[config.mk]
export PLATFORM = sky130hd
export DESIGN_NAME = fetch_unit
export DESIGN_NICKNAME = d
export VERILOG_FILES = /design/src/rtl/fetch_unit.sv
export SDC_FILE = /design/constraint.sdc
export NUM_CORES = 1
export LEC_CHECK = 0
export ABC_AREA = 1
export BUFFER_PORTS_ARGS = -buffer_cell sky130_fd_sc_hd__buf_2
export CAP_MARGIN = 30
export CORE_MARGIN = 2
export CORE_UTILIZATION = 50
export DETAILED_ROUTE_END_ITERATION = 6
export PLACE_DENSITY_LB_ADDON = 0.05
export SYNTH_ARGS = -nofsm -noshare
export SYNTH_HDL_FRONTEND = slang
export SYNTH_SLANG_ARGS = --single-unit
[constraint.sdc]
create_clock -name clk -period 6.05 [get_ports clk]
set_input_delay 1.21 -clock clk [delete_from_list [all_inputs] [get_ports clk]]
set_output_delay 1.21 -clock clk [all_outputs]
set_load 0.01 [all_outputs]
[src/rtl/fetch_unit.sv]
// fetch_unit: instruction-fetch front end feeding the IF/ID register.
//   Generates word-aligned fetch PCs, performs one-outstanding req/ack
//   fetches against instruction memory, buffers {instr, pc+4} in a
//   fall-through prefetch FIFO and hands entries to decode under id_stall.
//   A redirect flushes the FIFO and squashes any in-flight fetch.
// Ports:
//   clk          clock, all state on posedge
//   reset        asynchronous, active-low reset
//   imem_req     fetch request valid
//   imem_addr    fetch address (always the current fetch PC)
//   imem_ack     fetch complete, imem_rdata valid this cycle
//   imem_rdata   fetched instruction
//   redirect     taken branch/jump pulse
//   redirect_pc  new fetch address (low two bits ignored)
//   id_stall     decode cannot accept this cycle
//   if_valid     FIFO head valid
//   if_instr     FIFO head instruction, 0 when empty
//   if_pc4       FIFO head PC+4, 0 when empty
//   fetch_count  instructions delivered to decode (wraps)
module fetch_unit #(
  parameter int unsigned DEPTH    = 4,
  parameter logic [31:0] RESET_PC = 32'h0000_0000
) (
  input  logic        clk,
  input  logic        reset,
  output logic        imem_req,
  output logic [31:0] imem_addr,
  input  logic        imem_ack,
  input  logic [31:0] imem_rdata,
  input  logic        redirect,
  input  logic [31:0] redirect_pc,
  input  logic        id_stall,
  output logic        if_valid,
  output logic [31:0] if_instr,
  output logic [31:0] if_pc4,
  output logic [31:0] fetch_count
);

  localparam int unsigned AW = $clog2(DEPTH);
  localparam logic [AW:0] DEPTH_C = DEPTH[AW:0];
  localparam logic [AW:0] ONE_C   = {{AW{1'b0}}, 1'b1};

  typedef enum logic [1:0] {
    IDLE  = 2'd0,
    REQ   = 2'd1,
    DRAIN = 2'd2
  } state_t;

  state_t      state, state_next;
  logic [31:0] fetch_pc, fetch_pc_next;
  logic [31:0] pc_plus4;
  logic [31:0] redirect_aligned;
  logic [AW:0] count, count_next;
  logic [AW-1:0] rd_ptr, wr_ptr;
  logic        push, pop;

  logic [31:0] instr_mem [DEPTH];
  logic [31:0] pc4_mem   [DEPTH];

  assign pc_plus4         = fetch_pc + 32'd4;
  assign redirect_aligned = redirect_pc & ~32'h3;
  assign imem_addr        = fetch_pc;
  assign if_valid         = (count != '0);
  assign if_instr         = if_valid ? instr_mem[rd_ptr] : '0;
  assign if_pc4           = if_valid ? pc4_mem[rd_ptr]   : '0;

  always_comb begin
    state_next    = state;
    fetch_pc_next = fetch_pc;
    push          = 1'b0;
    count_next    = count;
    imem_req      = (state == REQ);
    pop           = if_valid && !id_stall && !redirect;

    case (state)
      IDLE: begin
        if (redirect) begin
          fetch_pc_next = redirect_aligned;
        end else if (count < DEPTH_C) begin
          state_next = REQ;
        end
      end
      REQ: begin
        if (redirect) begin
          fetch_pc_next = redirect_aligned;
          state_next    = imem_ack ? IDLE : DRAIN;
        end else if (imem_ack) begin
          push          = 1'b1;
          fetch_pc_next = pc_plus4;
        end
      end
      DRAIN: begin
        // The squashed fetch must still complete before a new one may issue.
        if (redirect) fetch_pc_next = redirect_aligned;
        if (imem_ack) state_next = IDLE;
      end
      default: state_next = IDLE;
    endcase

    if (redirect) begin
      count_next = '0;
    end else begin
      case ({push, pop})
        2'b10:   count_next = count + ONE_C;
        2'b01:   count_next = count - ONE_C;
        default: count_next = count;
      endcase
    end

    // Back-to-back requests continue only while the post-update FIFO has room.
    if (push && (count_next >= DEPTH_C)) state_next = IDLE;
  end

  always_ff @(posedge clk or negedge reset) begin
    if (!reset) begin
      state       <= IDLE;
      fetch_pc    <= RESET_PC;
      count       <= '0;
      rd_ptr      <= '0;
      wr_ptr      <= '0;
      fetch_count <= '0;
    end else begin
      state    <= state_next;
      fetch_pc <= fetch_pc_next;
      count    <= count_next;
      if (redirect) begin
        rd_ptr <= '0;
        wr_ptr <= '0;
      end else begin
        if (push) wr_ptr <= wr_ptr + 1'b1;
        if (pop)  rd_ptr <= rd_ptr + 1'b1;
      end
      if (pop) fetch_count <= fetch_count + 32'd1;
    end
  end

  always_ff @(posedge clk) begin
    if (push) begin
      instr_mem[wr_ptr] <= imem_rdata;
      pc4_mem[wr_ptr]   <= pc_plus4;
    end
  end

endmodule
# [Word level (Yosys, flattened, before mapping)]
# Memories as Yosys holds them, arrays and structs flattened.
# Cells that the tools add are included.
[classes] n_lt_le_gt_ge=2 n_addsub=6 n_reduce_logical=13 mux=24 eq_ne=10
[op_table] operator="32-bit two-way mux" count=5
[op_table] operator="32-bit case mux with 2 select lines" count=1
[op_table] operator="32-bit by 1-bit adder with 32-bit output (second input constant)" count=1
[op_table] operator="32-bit by 3-bit adder with 32-bit output (second input constant)" count=1
[op_table] operator="2-bit two-way mux" count=10
[op_table] operator="3-bit inequality test (second input constant)" count=3
[op_table] operator="3-bit by 1-bit inequality test with 1-bit output (second input constant)" count=2
[op_table] operator="2-bit case mux with 3 select lines" count=1
[op_table] operator="3-bit case mux with 2 select lines" count=1
[op_table] operator="2-bit nonzero test" count=3
[op_table] operator="1-bit two-way mux" count=5
[op_table] operator="2-bit by 1-bit adder with 2-bit output (second input constant)" count=2
[op_table] operator="2-bit by 1-bit equality test with 1-bit output (second input constant)" count=2
[op_table] operator="2-bit equality test (second input constant)" count=2
[op_table] operator="4-bit AND reduction" count=1
[op_table] operator="3-bit by 1-bit adder with 3-bit output (second input constant)" count=1
[op_table] operator="3-bit greater-or-equal comparator (second input constant)" count=1
[op_table] operator="1-bit logical AND" count=3
[op_table] operator="3-bit < comparator (second input constant)" count=1
[op_table] operator="3-bit two-way mux" count=1
[op_table] operator="3-bit AND reduction" count=1
[op_table] operator="3-bit nonzero test" count=1
[op_table] operator="3-bit by 1-bit subtractor with 3-bit output (second input constant)" count=1
[op_table] operator="1-bit logical NOT" count=2
[op_table] operator="other kinds (3)" count=3
[totals] regBits=73 inputBits=69 out_inout_bits=130 mem_count=2 word_cells=63 ram_bits=256
[mem_list] memory="instr_mem" depth=4 word_bits=32 read_ports=1 rd_ports_with_merged_regs=0 wr=1 line_no="57" text="logic [31:0] instr_mem [DEPTH];"
[mem_list] memory="pc4_mem" depth=4 word_bits=32 read_ports=1 rd_ports_with_merged_regs=0 wr=1 line_no="58" text="logic [31:0] pc4_mem [DEPTH];"

# [Longest topological paths before layout]
# Gate-level depths: netlist (run 1).
[logic_depth] ltp_word=10 depth_mapped=16

# [Least setup slack after synthesis (run 1)]
# Ideal clock, no wire load.
[synth_timing] path_kind="input port to flip-flop" from="input port redirect" to="memory instr_mem[0][0] (enable)" n_path_buf=0 t_arrival_ps=4310 slack_ps=1258 setup_time_ps=482 t_required_ps=5568 path_stages=5 cell_sequence="inv_1 nand2_1 nor2_1 inv_1 nor2_1"
[synth_between] elab_chain_len=4
[synth_lines] item="start, declared" line_no="30" text="input logic redirect,"
[synth_lines] item="1-bit two-way mux" line_no="84" text="if (redirect) begin"
[synth_lines] item="1-bit two-way mux" line_no="75" text="case (state)"
[synth_lines] item="1-bit two-way mux" line_no="138" text="if (push) begin"
[synth_lines] item="1-bit two-way mux (not written as such)" line_no="139" text="instr_mem[wr_ptr] <= imem_rdata;"
[synth_lines] item="end, declared" line_no="57"
# Every way passes these cells.

# [Worst setup path in the final report (run 1)]
[layout_timing] from="register rd_ptr[0]" to="output port if_pc4[21]"
[layout_between] elab_chain_len=2
[layout_lines] item="start, declared" line_no="54" text="logic [AW-1:0] rd_ptr, wr_ptr;"
[layout_lines] item="start signal, assigned" line_no="131" text="if (pop) rd_ptr <= rd_ptr + 1'b1;"
[layout_lines] item="memory 4 x 32 bit"
[layout_lines] item="32-bit two-way mux" line_no="65" text="assign if_pc4 = if_valid ? pc4_mem[rd_ptr] : '0;"
[layout_lines] item="end, declared" line_no="35" text="output logic [31:0] if_pc4,"
# Every way passes these cells.

==> results.md, run 1 <==
- The post-route non-filler standard cell count is around 2000.
- Of the total synthesized cell area, the portion taken by AND, OR, NAND and NOR gates is 0.2077.
- The overflow left after global routing is 0.
- The clock tree root buffer cell is clkbuf_16.
- The clock tree from TritonCTS is yes.
- In the final design database the tool counted about 1700 nets.
- The clock tree synthesis step divided the H-tree into 2 levels.
- The run finished with clean final reports.
- The number of I/O port buffers is between 150 and 200.
- The largest family of logic cells by synthesized area is simple AND/OR/NAND/NOR gates.
- For this configuration, the core starts out at a cell density of 0.5044.
- The number of placed instances, taps included, is ~2000.
- The routed length per instance is 16.69 um.
- The proportion of power drawn by flip-flops and latches is 0.441.
- The largest stage delay on the critical path is roughly 0.75 ns.
- The time the worst path needs with I/O delays and setup is 4.345 ns.
- The worst setup slack after layout is approximately 1.7 ns.
- After clock tree synthesis, the clock-pin slew on the worst setup and hold paths is 0.06 ns.
- The proportion of synthesized area in mux cells is 0.
- The number of top-level design ports is 199.
- The net switching fraction of the power is 0.3368.
- The detail route stage leaves a number of antenna-violating nets equal to 0.
- The global-route total usage across every layer is 0.2296.
- The via count of the first global-routing pass is roughly 10000.
- The placed instances occupy a cell area of 0.01571 sq mm.
- The chip width is ~170 um.
- The count of flip-flops with a built-in enable after synthesis is between 200 and 250.
- The number of maximum-capacitance constraint violations is 0.
- The number of antenna violations at the first check in global routing came to 0.
- Of the total synthesized cell area, the portion taken by XOR and XNOR cells is 0.01860.
- On the final layout, the worst hold slack is just over 0.5 ns.
- The worst hold path belongs to the class register to register.
- No sink is reached through more buffers than the 3 on the longest clock path.
- The power after layout is 6.696 mW.
- For this run, the leading register cell type out of synthesis is edfxtp_1.
- The signal on the critical path passes through inv_2, buf_4, o21ai_0, a21oi_1, buf_2.
- At the pin with the least slew margin, the transition time is between 0.9 and 1 ns.
- The count of unresolved DRC violations after routing is 0.
- The floorplan step defined a die boundary enclosing just over 0.03 sq mm.
- The data required time of the critical path is slightly below 5 ns.
- Internal power comes to around 4.4 mW.
- The core region is about 0.029 sq mm.
- After technology mapping, the gate count stands at ~1500.
- The count of endpoints failing hold in the final timing report came to 0.
- On the critical path, the stage with the largest delay is an instance of buf_4.
- The number of iterations in the first detailed-routing pass is 5.
- Entering global routing, the biggest net connects 93 pins.
- In the final timing run, aggregate negative setup slack is 0 ns.
- The number of vias in the routed layout is 10565.
- The routed design uses between 2 and 2.5 mm of met3 wire.
- Static timing analysis puts the maximum clock frequency at 230.2 MHz.
- The fraction of the mapped netlist area in adder cells is 0.007473.
- Measured against its own limit, the worst slew margin works out to 0.3640.
- The synthesized cell area is approximately 0.014 sq mm.
- Of the available clock period, the critical path in the final layout requires 0.7181.
- The netlist uses 37 different library cells.
- Buffers added to address setup during post-CTS repair amount to 0.
- The average cell area after synthesis is ~10 sq um.
- The routability congestion estimate from global placement is roughly 0.85.
- The detail-routed via count per cell is 5.144.
- The share of post-route cells with drive strength above 1 is 0.1790.
- The net switching power of the design is about 2.3 mW.
- The final wirelength is around 34 mm.
- The total setup violations reported at the end of the flow is 0.
- Yosys printed 0 warnings.
- IR analysis of the VDD net gives a maximum drop of approximately 0.25 mV.
- Measured on the finished design, the core utilization comes to 0.5899.
- The insertion delay of the later-clocked pin in the worst-skew pair is around 0.50 ns.
- The post-synthesis compound-gate area fraction is 0.08611.
- The final count of pins violating max slew came to 0.
- The post-synthesis register bit count is 319.
- In this run the core area contains 62 standard-cell rows.
- In this run, post-CTS hold repair placed 0 buffers.
- For the final database, setup skew stands at between 0.01 and 0.015 ns.
- The global-route wire length before repair is approximately 55 mm.
- The half-perimeter wire length of the detailed placement result is between 20 and 25 mm.
- The overall die height is 173.7 um.
- The worst setup path is launched from a register.
- The number of buffers created by CTS is 35.
- The kind of cell adding the most delay to the critical path is buffers and inverters.
- The fill cell total of the finished layout is ~2500.
- The portion of total power attributed to the clock network is 0.304.
- The fraction of power consumed by combinational cells is 0.255.
- The detailed router put a total of 15.88 mm of wire on met1.
- For the worst setup path, the data arrival time is approximately 3.1 ns.
- For this design, the sink count on the clock tree is 319.
- The repair_antennas step left the layout with diodes totalling 0.
- The fraction of registers with async set/reset is 0.2226.
- The leakage dissipation is 6.777 nW.
- Power spread over the standard cell area amounts to between 300 and 400 mW/mm^2.
- The initial detailed-routing violation count is a little under 700.
- The worst slack at placement is approximately 2.1 ns.
- The endpoint type of the worst setup path is an output pin.
- Along the worst path, the maximum fanout reaches between 90 and 100.
- With fillers left out, the area of the finished cells amounts to about 0.017 sq mm.
- The critical path buffer and inverter count is 3.
- Routed signal wires occupy layers up through met4.
- Summed over all nets, wire length on met2 after detailed routing comes to 15.75 mm.
- The area growth from synthesis to layout is 16.95%.
- The class of the most critical setup path is register to output pin.
- The post-CTS resize count is 0.
- The register area share after synthesis is 0.6406.
- Setup repair after global routing left no endpoint under its margin.
[power groups by stage]
stage	Clock [mW]	Sequential, mW	Combinational [mW]
final	2.03	2.95	1.71
after global routing	2.17	2.98	1.92
after CTS	2.07	2.95	1.73
after detailed placement	0	2.99	1.72
after global placement	0	2.99	1.69
after floorplan	0	2.97	1.03
[kinds of logic after synthesis]
family,count (synthesis)
and+or+nand+nor,724
DFF,319
AOI/OAI and AO/OA,243
buffers and inverters,139
xor gates and xnor gates,28
adders and majority gates,8
other,1
[state kept, by name, summed over array words and instances (netlist names)]
signal,flops
instr_mem,128
count,3
fetch_count,32
pc4_mem,120
rd_ptr,2
state,2
imem_addr,30
wr_ptr,2
[cell usage in the layout, fill, tap and decap left out, types with 2 or more instances in the layout]
cell / Yosys / routed
ha_1: 7 / 7
edfxtp_1: 248 / 248
nor2_2: 8 / 7
inv_1: 69 / 69
o21ai_2: 2 / 2
nand2_4: 2 / 2
xor2_2: 3 / 3
nor2_4: 5 / 10
nand2_1: 256 / 256
nand2_2: 6 / 6
nand3b_1: 12 / 12
o21ai_1: 4 / 4
nand3_2: 2 / 2
clkinv_2: 0 / 6
clkbuf_1: 36 / 5
inv_2: 7 / 7
xnor2_1: 6 / 6
nand3_1: 33 / 33
dfrtp_1: 71 / 69
o21ai_0: 147 / 147
buf_4: 6 / 13
xor2_1: 19 / 19
nor3_1: 12 / 12
nand4_1: 11 / 11
a21oi_1: 81 / 81
nor3_2: 2 / 2
bufinv_16: 0 / 2
clkinv_1: 0 / 9
conb_1: 1 / 4
clkbuf_8: 0 / 2
nor2_1: 372 / 368
o22ai_1: 6 / 6
clkbuf_16: 0 / 37
buf_2: 17 / 192
[layer usage]
layer / GRT usage / vias to the layer above
met5: 0 / -
met4: 0.05567 / 0
met3: 0.03991 / 36
met2: 0.3647 / 293
met1: 0.3322 / 4977
li1: - / 5259
[synth_stat cells, types with 7 or more instances]
library cell / instances / area, sq um
nor2_1: 372 / 1396
nand2_1: 256 / 960.9
edfxtp_1: 248 / 7447
o21ai_0: 147 / 735.7
a21oi_1: 81 / 405.4
dfrtp_1: 71 / 1777
inv_1: 69 / 259.0
clkbuf_1: 36 / 135.1
nand3_1: 33 / 165.2
xor2_1: 19 / 166.4
buf_2: 17 / 85.08
nand3b_1: 12 / 90.09
nor3_1: 12 / 60.06
nand4_1: 11 / 68.82
nor2_2: 8 / 50.05
ha_1: 7 / 87.58
inv_2: 7 / 26.28
[final timing paths]
path / startpoint / end / slack, ns / depth (start not counted)
max: rd_ptr[0] / if_pc4[21] / 1.71 / 5
min: fetch_count[9] / fetch_count[9] / 0.51 / 2
max reg2reg: state[1] / state[1] / 3.55 / 12
min reg2reg: fetch_count[9] / fetch_count[9] / 0.51 / 2
max in group asynchronous: reset / rd_ptr[0] / 4.85 / 3
min in group asynchronous: reset / fetch_count[26] / 0.60 / 2
[worst reg2reg max path: stages, from the launching register on]
cell and delay (ns):
dfrtp_1 0.37, inv_1 0.14, nand2_1 0.11, nor2_1 0.27, inv_1 0.27, ha_1 0.31
fa_1 0.39, nand2_1 0.10, nand4_1 0.12, nand4_1 0.11, nand2_1 0.07, nand4_1 0.07
nand2_1 0.05
[area by class of cell]
type                            instances  area, sq um  area share
Multi-Input combinational cell       1007         4656      0.2765
Inverter                               76        285.3     0.01694
Sequential cell                       319         9229      0.5480
Tap cell                              384        480.5     0.02853
Timing Repair Buffer                  206         1086     0.06449
Clock inverter                         18        131.4    0.007801
Clock buffer                           44        972.2     0.05773
No activity file was read; power rests on OpenSTA's default activity.
==> inputs of run 2 (changes only) <==
Settings changed: ABC_AREA 1 to 0.
Clock period 6.05 ns to 4 ns, I/O delays scaled along.
==> run 2 against run 1 <==
Net effect: synthesized cell count decreased by 40%; clock-buffer cell count increased by 3; combinational power down 55%; utilization grew 1.6 points; global-route usage fell by 1.4 points; sequential share of layout area up 1.6 points; power rose by 18%; routed wire length is 10% lower; cell count fell by 29%; clock power up 59%; critical endpoint is now if_pc4[15]; largest cell class unchanged; largest power group unchanged.
==> results.md, run 2 <==
- The run finished with clean final reports.
- The post-synthesis compound-gate area fraction was 0.04595.
- The path class of the tightest hold or removal check is input pin to asynchronous set/reset pin.
- The maximum resistive drop on vdd is approximately 0.36 mV.
- The worst setup slack after layout is roughly 0.57 ns.
- Timing analysis after detailed placement gives a worst setup slack of 0.8886 ns.
- In the layout the commonest cells are edfxtp_1, buf_2, dfrtp_1.
- The share of total power dissipated in the clock network is 0.409.
- From bottom edge to top edge, the die measures roughly 170 um.
- Setup repair after global routing left no endpoint under its margin.
- The area share of xor/xnor cells in the synthesized design is 0.03877.
- The chip width is ~170 um.
- The fraction of power consumed by combinational cells is 0.097.
- Summing all placed instances gives a cell area of 0.01520 sq mm.
- The synthesized design contains between 300 and 400 register bits.
- The buffer levels on the longest clock path is 3.
- The register area share after synthesis is 0.6694.
- Counting flops with a built-in enable in the synthesized netlist gives approximately 250.
- The floorplan step defined a die boundary enclosing slightly below 0.03 sq mm.
- Yosys instantiated no cell more often than edfxtp_1.
- The internal power consumption is ~6.0 mW.
- Ranked by total cell area, the synthesized netlist is headed by edfxtp_1, dfrtp_1, mux4_2, and2_1, xnor2_1.
- More flip-flops sit in one register than any other, and that register is instr_mem.
- The number of levels the H-tree was split into is 2.
- The net switching fraction of the power is 0.2360.
- The final count of pins violating max slew is 0.
- The number of placed cells counting well taps is around 1400.
- The class of the most critical setup path is register to output pin.
- The flip-flop count of the largest register after layout is between 100 and 150.
- The global-route met3 utilization is 0.04256.
- Clock tree synthesis selected as its root buffer the cell clkbuf_16.
- The number of placement rows is 60.
- The arrival time of the worst setup path is 2.63 ns.
- The count of endpoints failing hold in the final timing report was 0.
- The largest registers in the layout are instr_mem (128), pc4_mem (120), fetch_count (32).
- The pin count of the biggest net entering global routing is 56.
- The area share of and/or/nand/nor cells after synthesis is 0.1120.
- The number of top-level design ports is between 150 and 200.
- The number of antenna violations at the first check in global routing is 2.
- The peak-usage layer in the global routing report is met2.
- The routed length per instance is 21.22 um.
- The leakage dissipation is 6.041 nW.
- The detailed router finished its first iteration with 679 violations.
- After technology mapping, the gate count stands at about 900.
- The overflow left after global routing is 0.
- The area growth from synthesis to layout is 18.84%.
- After clock tree synthesis, the setup repair step added 0 buffers.
- The insertion delay of the later-clocked pin in the worst-skew pair is around 0.5 ns.
- The number of maximum-capacitance constraint violations is 0.
- For this run, design rule violations remaining after detail routing come to 0.
- The fraction of the mapped netlist area in adder cells is 0.007809.
- The via count of the first global-routing pass was 8384.
- The global-route total usage across every layer is 0.2161.
- The clock sink total is 319.
- After floorplanning, the core was sized to cover around 0.027 sq mm.
- The power after layout is approximately 7.9 mW.
- The top achievable clock speed is about 290 MHz.
- The number of nets in the layout is around 1200.
- The post-route non-filler standard cell count is roughly 1500.
- The flip-flop cell with the highest count after synthesis is edfxtp_1.
- The antenna violation net count after detailed routing is 0.
- The share of post-route cells with drive strength above 1 is 0.3204.
- TritonCTS built the clock tree.
- The netlist uses 55 different library cells.
- The area share of the largest cell type after synthesis is 0.5405.
- The met2 routing resource usage after global routing is 0.3505.
- The worst max-slew margin expressed relative to the limit is 0.4226.
- The number of I/O port buffers is ~190.
- The initial utilization of the core area, before any placement, comes to 0.5099.
- The kind of launch point of the worst setup path is a register.
- The share of the core filled with cells is 0.6059.
- The maximum clock skew at final layout is between 0.01 and 0.015 ns.
- A synthesized cell averages ~16 sq um.
- The proportion of power drawn by flip-flops and latches is 0.493.
- The most common cell after layout, fill and taps aside is edfxtp_1.
- After clock tree synthesis, the repair step resized 0 gates.
- The largest fanout on the critical path is 34.
- The design area is 0.01638 sq mm.
- The routability congestion estimate from global placement is ~0.81.
- For this run, global-route usage on met1 was measured as 0.3027.
- The proportion of synthesized area in mux cells is 0.1029.
- The clock-pin slew on the worst setup and hold paths is roughly 0.060 ns.
- The final wirelength is 30.78 mm.
- The number of vias in the routed layout is ~8400.
- The worst hold slack is roughly 0.35 ns.
- The number of iterations in the first detailed-routing pass is 5.
- The data required time of the critical path is 3.20 ns.
- The total setup violations reported at the end of the flow is 0.
- The synthesized cell area is roughly 0.014 sq mm.
- The number of clock buffers added by TritonCTS is 35.
- By area, the combinational part of the netlist is dominated by simple AND/OR/NAND/NOR gates.
- Dividing the final minimum period by the clock period gives 0.8581.
- Dividing total power by cell area gives a power density of ~480 mW/mm^2.
- The fraction of registers with async set/reset is 0.2226.
- In this run, post-CTS hold repair placed 0 buffers.
- The biggest area contributor in the post-synthesis netlist is edfxtp_1.
- The analysis attributes to net switching a power of roughly 1.9 mW.
- For the final routed database, the setup TNS stands at 0 ns.
- In the synthesized netlist, the cells that appear most often are edfxtp_1, and2_1, dfrtp_1, mux4_2, xnor2_1.
- Using the TritonRoute via totals, the vias-per-cell ratio works out to between 5 and 6.
- The total of warnings raised by yosys is 0.
- The time the worst path needs with I/O delays and setup is 3.432 ns.
- The half-perimeter wire length of the detailed placement result is between 15 and 20 mm.
- The endpoint type of the worst setup path is an output pin.
- The global-route wire length before repair is ~48 mm.
- At the pin with the least slew margin, the transition time is 0.8595 ns.
## run 2: cell types whose count changed in the layout (fill, tap and decap cells not counted), moves of 12 or more
| cell | delta |
|---|---|
| nor2_1 | -346 |
| nand2_1 | -219 |
| o21ai_0 | -135 |
| and2_1 | +67 |
| mux4_2 | +62 |
| a21oi_1 | -61 |
| inv_1 | -58 |
| xnor2_1 | +40 |
| nand4_1 | +18 |
| o211ai_1 | +14 |
| a32oi_1 | +13 |
| or3_1 | +13 |
| nand3b_1 | -12 |
## run 2: critical path, stage by stage (launching register included)
cell and delay [ns]:
dfrtp_4 0.87, buf_4 0.35, mux4_2 0.52, and2_1 0.20
buf_2 0.14
## run 2: area by class of cell
class	count	area [sq um]
Fill cell	2164	10650
Sequential cell	319	9229
Multi-Input combinational cell	493	4264
Timing Repair Buffer	220	1234
Clock buffer	47	1002
Tap cell	341	426.7
Clock inverter	17	172.7
Inverter	12	45.04
Antenna cell	1	2.502
## run 2: cell families after synthesis
group	Yosys count
AOI/OAI and AO/OA	90
xor gates and xnor gates	61
adders and majority gates	8
buffers and inverters	69
DFF	319
muxes	64
other	1
and+or+nand+nor	266
## run 2: path summary, 6_finish.rpt
check                                       end            start  cells past startpoint  slack (ns)
worst max-delay path                 if_pc4[15]        rd_ptr[0]                      4        0.57
worst min-delay path            fetch_count[22]            reset                      1        0.35
worst max register to register   pc4_mem[1][24]     imem_addr[2]                      5        1.36
worst min register to register  fetch_count[31]  fetch_count[31]                      1        0.49
max in group asynchronous         imem_addr[20]            reset                      2        2.84
min in group clk                fetch_count[31]  fetch_count[31]                      1        0.49
## run 2: routing by layer
metal	vias up	routed length, um
li1	3827	-
met4	0	579
met3	43	2078
met1	4215	13280
met2	292	14830
met5	-	0
## run 2: power by group through the flow
stage	Clock, mW	Combinational [mW]	Sequential (mW)
6_report	3.22	0.768	3.88
5_1_grt	3.42	0.844	3.90
4_1_cts	3.30	0.780	3.88
3_5_place_dp	0	0.775	3.95
3_3_place_gp	0	0.766	3.95
2_1_floorplan	0	0.468	3.91
==> inputs of run 3 (changes only) <==
Settings changed: ABC_AREA 0 to 1.
==> run 3 against run 2 <==
Net effect: via count grew 27%; register-to-register slack gained 0.15 ns; routed wire length grew 13%; sequential share of layout area shrank 1.6 points; clock-buffer cell count shrank 2; utilization shrank 1.5 points; critical path type unchanged; combinational power grew to 3.5 times the previous value; cell count grew 42%; sequential power grew 14%; critical endpoint is now if_pc4[10]; design area grew 3.0%; highest routed layer unchanged; first-iteration DRC count grew 14%.
==> results.md, run 3 (synthesized netlist as in run 1, its figures left out) <==
- The critical path goes through inv_2, buf_12, nor2_1, o21ai_0, a21oi_1, buf_2.
- The number of cell instances on the worst register-to-register path is 12.
- The final wirelength is about 35 mm.
- The share of post-route cells with drive strength above 1 is 0.1783.
- The first global-routing pass estimated between 50 and 60 mm of wire.
- The overall die height is about 170 um.
- STA puts the critical path data arrival time at roughly 2.6 ns.
- The total setup violations reported at the end of the flow is 0.
- Compared with the post-synthesis result, the final layout area differs by 17.15%.
- The kind of launch point of the worst setup path is a register.
- In the layout the commonest cells are nor2_1, nand2_1, edfxtp_1.
- For this run, design rule violations remaining after detail routing come to 0.
- Leaving out fill and tap cells, the most frequent cell in the layout is nor2_1.
- The area of the core is about 0.029 sq mm.
- The leakage dissipation is approximately 6.8 nW.
- The count of endpoints failing hold in the final timing report is 0.
- Global routing finished with a remaining overflow of 0.
- The die area is between 0.03 and 0.04 sq mm.
- STA classifies the critical path endpoint as an output pin.
- The routed length per instance is 16.88 um.
- The endpoint of the worst register-to-register path is state[1].
- The post-CTS resize count is 0.
- The power after layout is approximately 10 mW.
- 0 antenna diodes ended up in the layout.
- The chip width is between 150 and 200 um.
- The net switching fraction of the power is 0.3443.
- The reg-to-reg critical path startpoint is state[1].
- Among cell families on the critical path, the largest total delay comes from buffers and inverters.
- The maximum clock skew at final layout is about 0.013 ns.
- Of the total power, combinational logic draws 0.266.
- The final count of pins violating max slew was 0.
- In this run the core area contains a little over 60 standard-cell rows.
- The largest fanout on the critical path is 32.
- The worst setup path is of the register to output pin kind.
- The critical path buffer and inverter count is 3.
- The portion of total power attributed to the clock network is 0.294.
- More flip-flops sit in one register than any other, and that register is instr_mem.
- The maximum resistive drop on vdd is 0.3627 mV.
- For this configuration, the core starts out at a cell density of 0.5044.
- The worst-margin pin slew is slightly above 0.9 ns.
- The pin count of the biggest net entering global routing is ~130.
- Setup repair after global routing left no endpoint under its margin.
- The pre-antenna-repair detailed-routing pass consisted of 5 iterations.
- No sink is reached through more buffers than the 3 on the longest clock path.
- Among all stages on the critical path, the largest delay is contributed by dfrtp_2.
- The worst path in the final design needs a cycle of roughly 3.3 ns, including I/O delays and setup.
- The antenna violation net count after detailed routing is 0.
- The worst hold path belongs to the class input pin to asynchronous set/reset pin.
- The insertion delay of the later-clocked pin in the worst-skew pair is ~0.51 ns.
- The number of I/O port buffers is around 190.
- The number of antenna violations at the first check in global routing came to 0.
- For this block, the via count after detailed routing is between 10000 and 15000.
- In the global route stage, overall resource usage came out at 0.2296.
- CTS placed an instance of clkbuf_16 at the clock tree root.
- Leaving out filler cells and counting taps, the final layout contains approximately 2100.
- The internal power consumption is around 6.6 mW.
- The top achievable clock speed is roughly 300 MHz.
- The number of nets in the layout is between 1500 and 2000.
- Summed over all nets, the half-perimeter wirelength after detailed placement is between 20 and 25 mm.
- The number of buffers created by CTS is 35.
- The register with the most flip-flops in the layout has roughly 130 of them.
- The number of placed cells counting well taps is about 2000.
- The number of levels the H-tree was split into is 2.
- The number of buffers inserted by hold repair at cts is 0.
- TritonCTS built the clock tree.
- The run finished with clean final reports.
- After detailed routing, the number of vias per cell comes to slightly above 5.
- The number of maximum-capacitance constraint violations is 0.
- Headroom to the max-slew limit came out at 0.3857.
- The total power divided by cell area is between 500 and 600 mW/mm^2.
- Across all register-to-register paths, the minimum setup slack is ~1.5 ns.
- The proportion of power drawn by flip-flops and latches is 0.440.
- The via count of the first global-routing pass came to 10167.
- The clock-pin slew on the worst setup and hold paths is ~0.060 ns.
- Dividing the final minimum period by the clock period gives 0.8363.
- The data required time of the critical path is 3.20 ns.
- The net switching power of the design is 3.468 mW.
- In the final layout, the registers with the most flip-flops are instr_mem (128), pc4_mem (120), fetch_count (32).
- The number of top-level design ports is 199.
- Once the clock tree was built, the setup fixing pass inserted 0 buffers.
- The detailed router finished its first iteration with roughly 780 violations.
- The largest stage delay on the critical path is 0.63 ns.
- Routability-driven placement finished with a final weighted congestion of approximately 0.87.
- The clock sink total is around 320.
run 3: changes by cell type in the layout (fill, tap and decap cells not counted), moves of 40 or more:
cell | previous run | this run
o21ai_0 | 12 | 147
inv_1 | 11 | 69
and2_1 | 67 | 0
mux4_2 | 62 | 0
nor2_1 | 22 | 368
xnor2_1 | 46 | 6
a21oi_1 | 20 | 81
nand2_1 | 37 | 256
run 3: routing by layer:
layer / share of wire / vias to the layer above / routed length (um) / global-route usage
met5: 0 / - / 0 / 0
met4: 0.021 / 0 / 737 / 0.05847
met3: 0.054 / 54 / 1875 / 0.03465
met2: 0.46 / 293 / 15790 / 0.3680
met1: 0.47 / 5066 / 16290 / 0.3318
li1: - / 5265 / - / -
run 3: power groups by stage:
stage / combinational [mW] / sequential, mW / clock [mW]
2_1_floorplan: 1.56 / 4.48 / 0
3_3_place_gp: 2.64 / 4.49 / 0
3_5_place_dp: 2.68 / 4.49 / 0
4_1_cts: 2.69 / 4.42 / 3.02
5_1_grt: 2.97 / 4.48 / 3.15
6_report: 2.68 / 4.43 / 2.96
run 3: worst max-delay path by stage:
stage / from / endpoint / slack [ns] / depth (start not counted)
floorplan: redirect / instr_mem[0][0] / -0.38 / 5
global placement: redirect / state[1] / 0.94 / 15
detailed placement: redirect / state[1] / 0.90 / 15
CTS: rd_ptr[1] / if_pc4[11] / 0.63 / 6
global route: rd_ptr[1] / if_pc4[11] / 0.51 / 6
finish: rd_ptr[1] / if_pc4[10] / 0.65 / 6
run 3: layout make-up:
type                            instances  area [sq um]
Inverter                               76         285.3
Timing Repair Buffer                  208          1169
Fill cell                            2518         11680
Multi-Input combinational cell       1007          4656
Clock inverter                         16         136.4
Sequential cell                       319          9229
Tap cell                              384         480.5
Clock buffer                           45         913.4
run 3: stage by stage:
stage | setup WS (ns) | area [sq um] | hold WS, ns | setup TNS, ns | util
2_1_floorplan | -0.3824 | 14410 | 0.4926 | -94.84 | -
3_3_place_gp | 0.9379 | 15820 | 0.4813 | 0 | 0.5541
3_5_place_dp | 0.8961 | 15820 | 0.4895 | 0 | 0.5541
4_1_cts | 0.6269 | 16870 | 0.4386 | 0 | 0.5909
5_1_grt | 0.5101 | 16870 | 0.4760 | 0 | 0.5909
6_report | 0.6547 | 16870 | 0.4183 | 0 | 0.5909
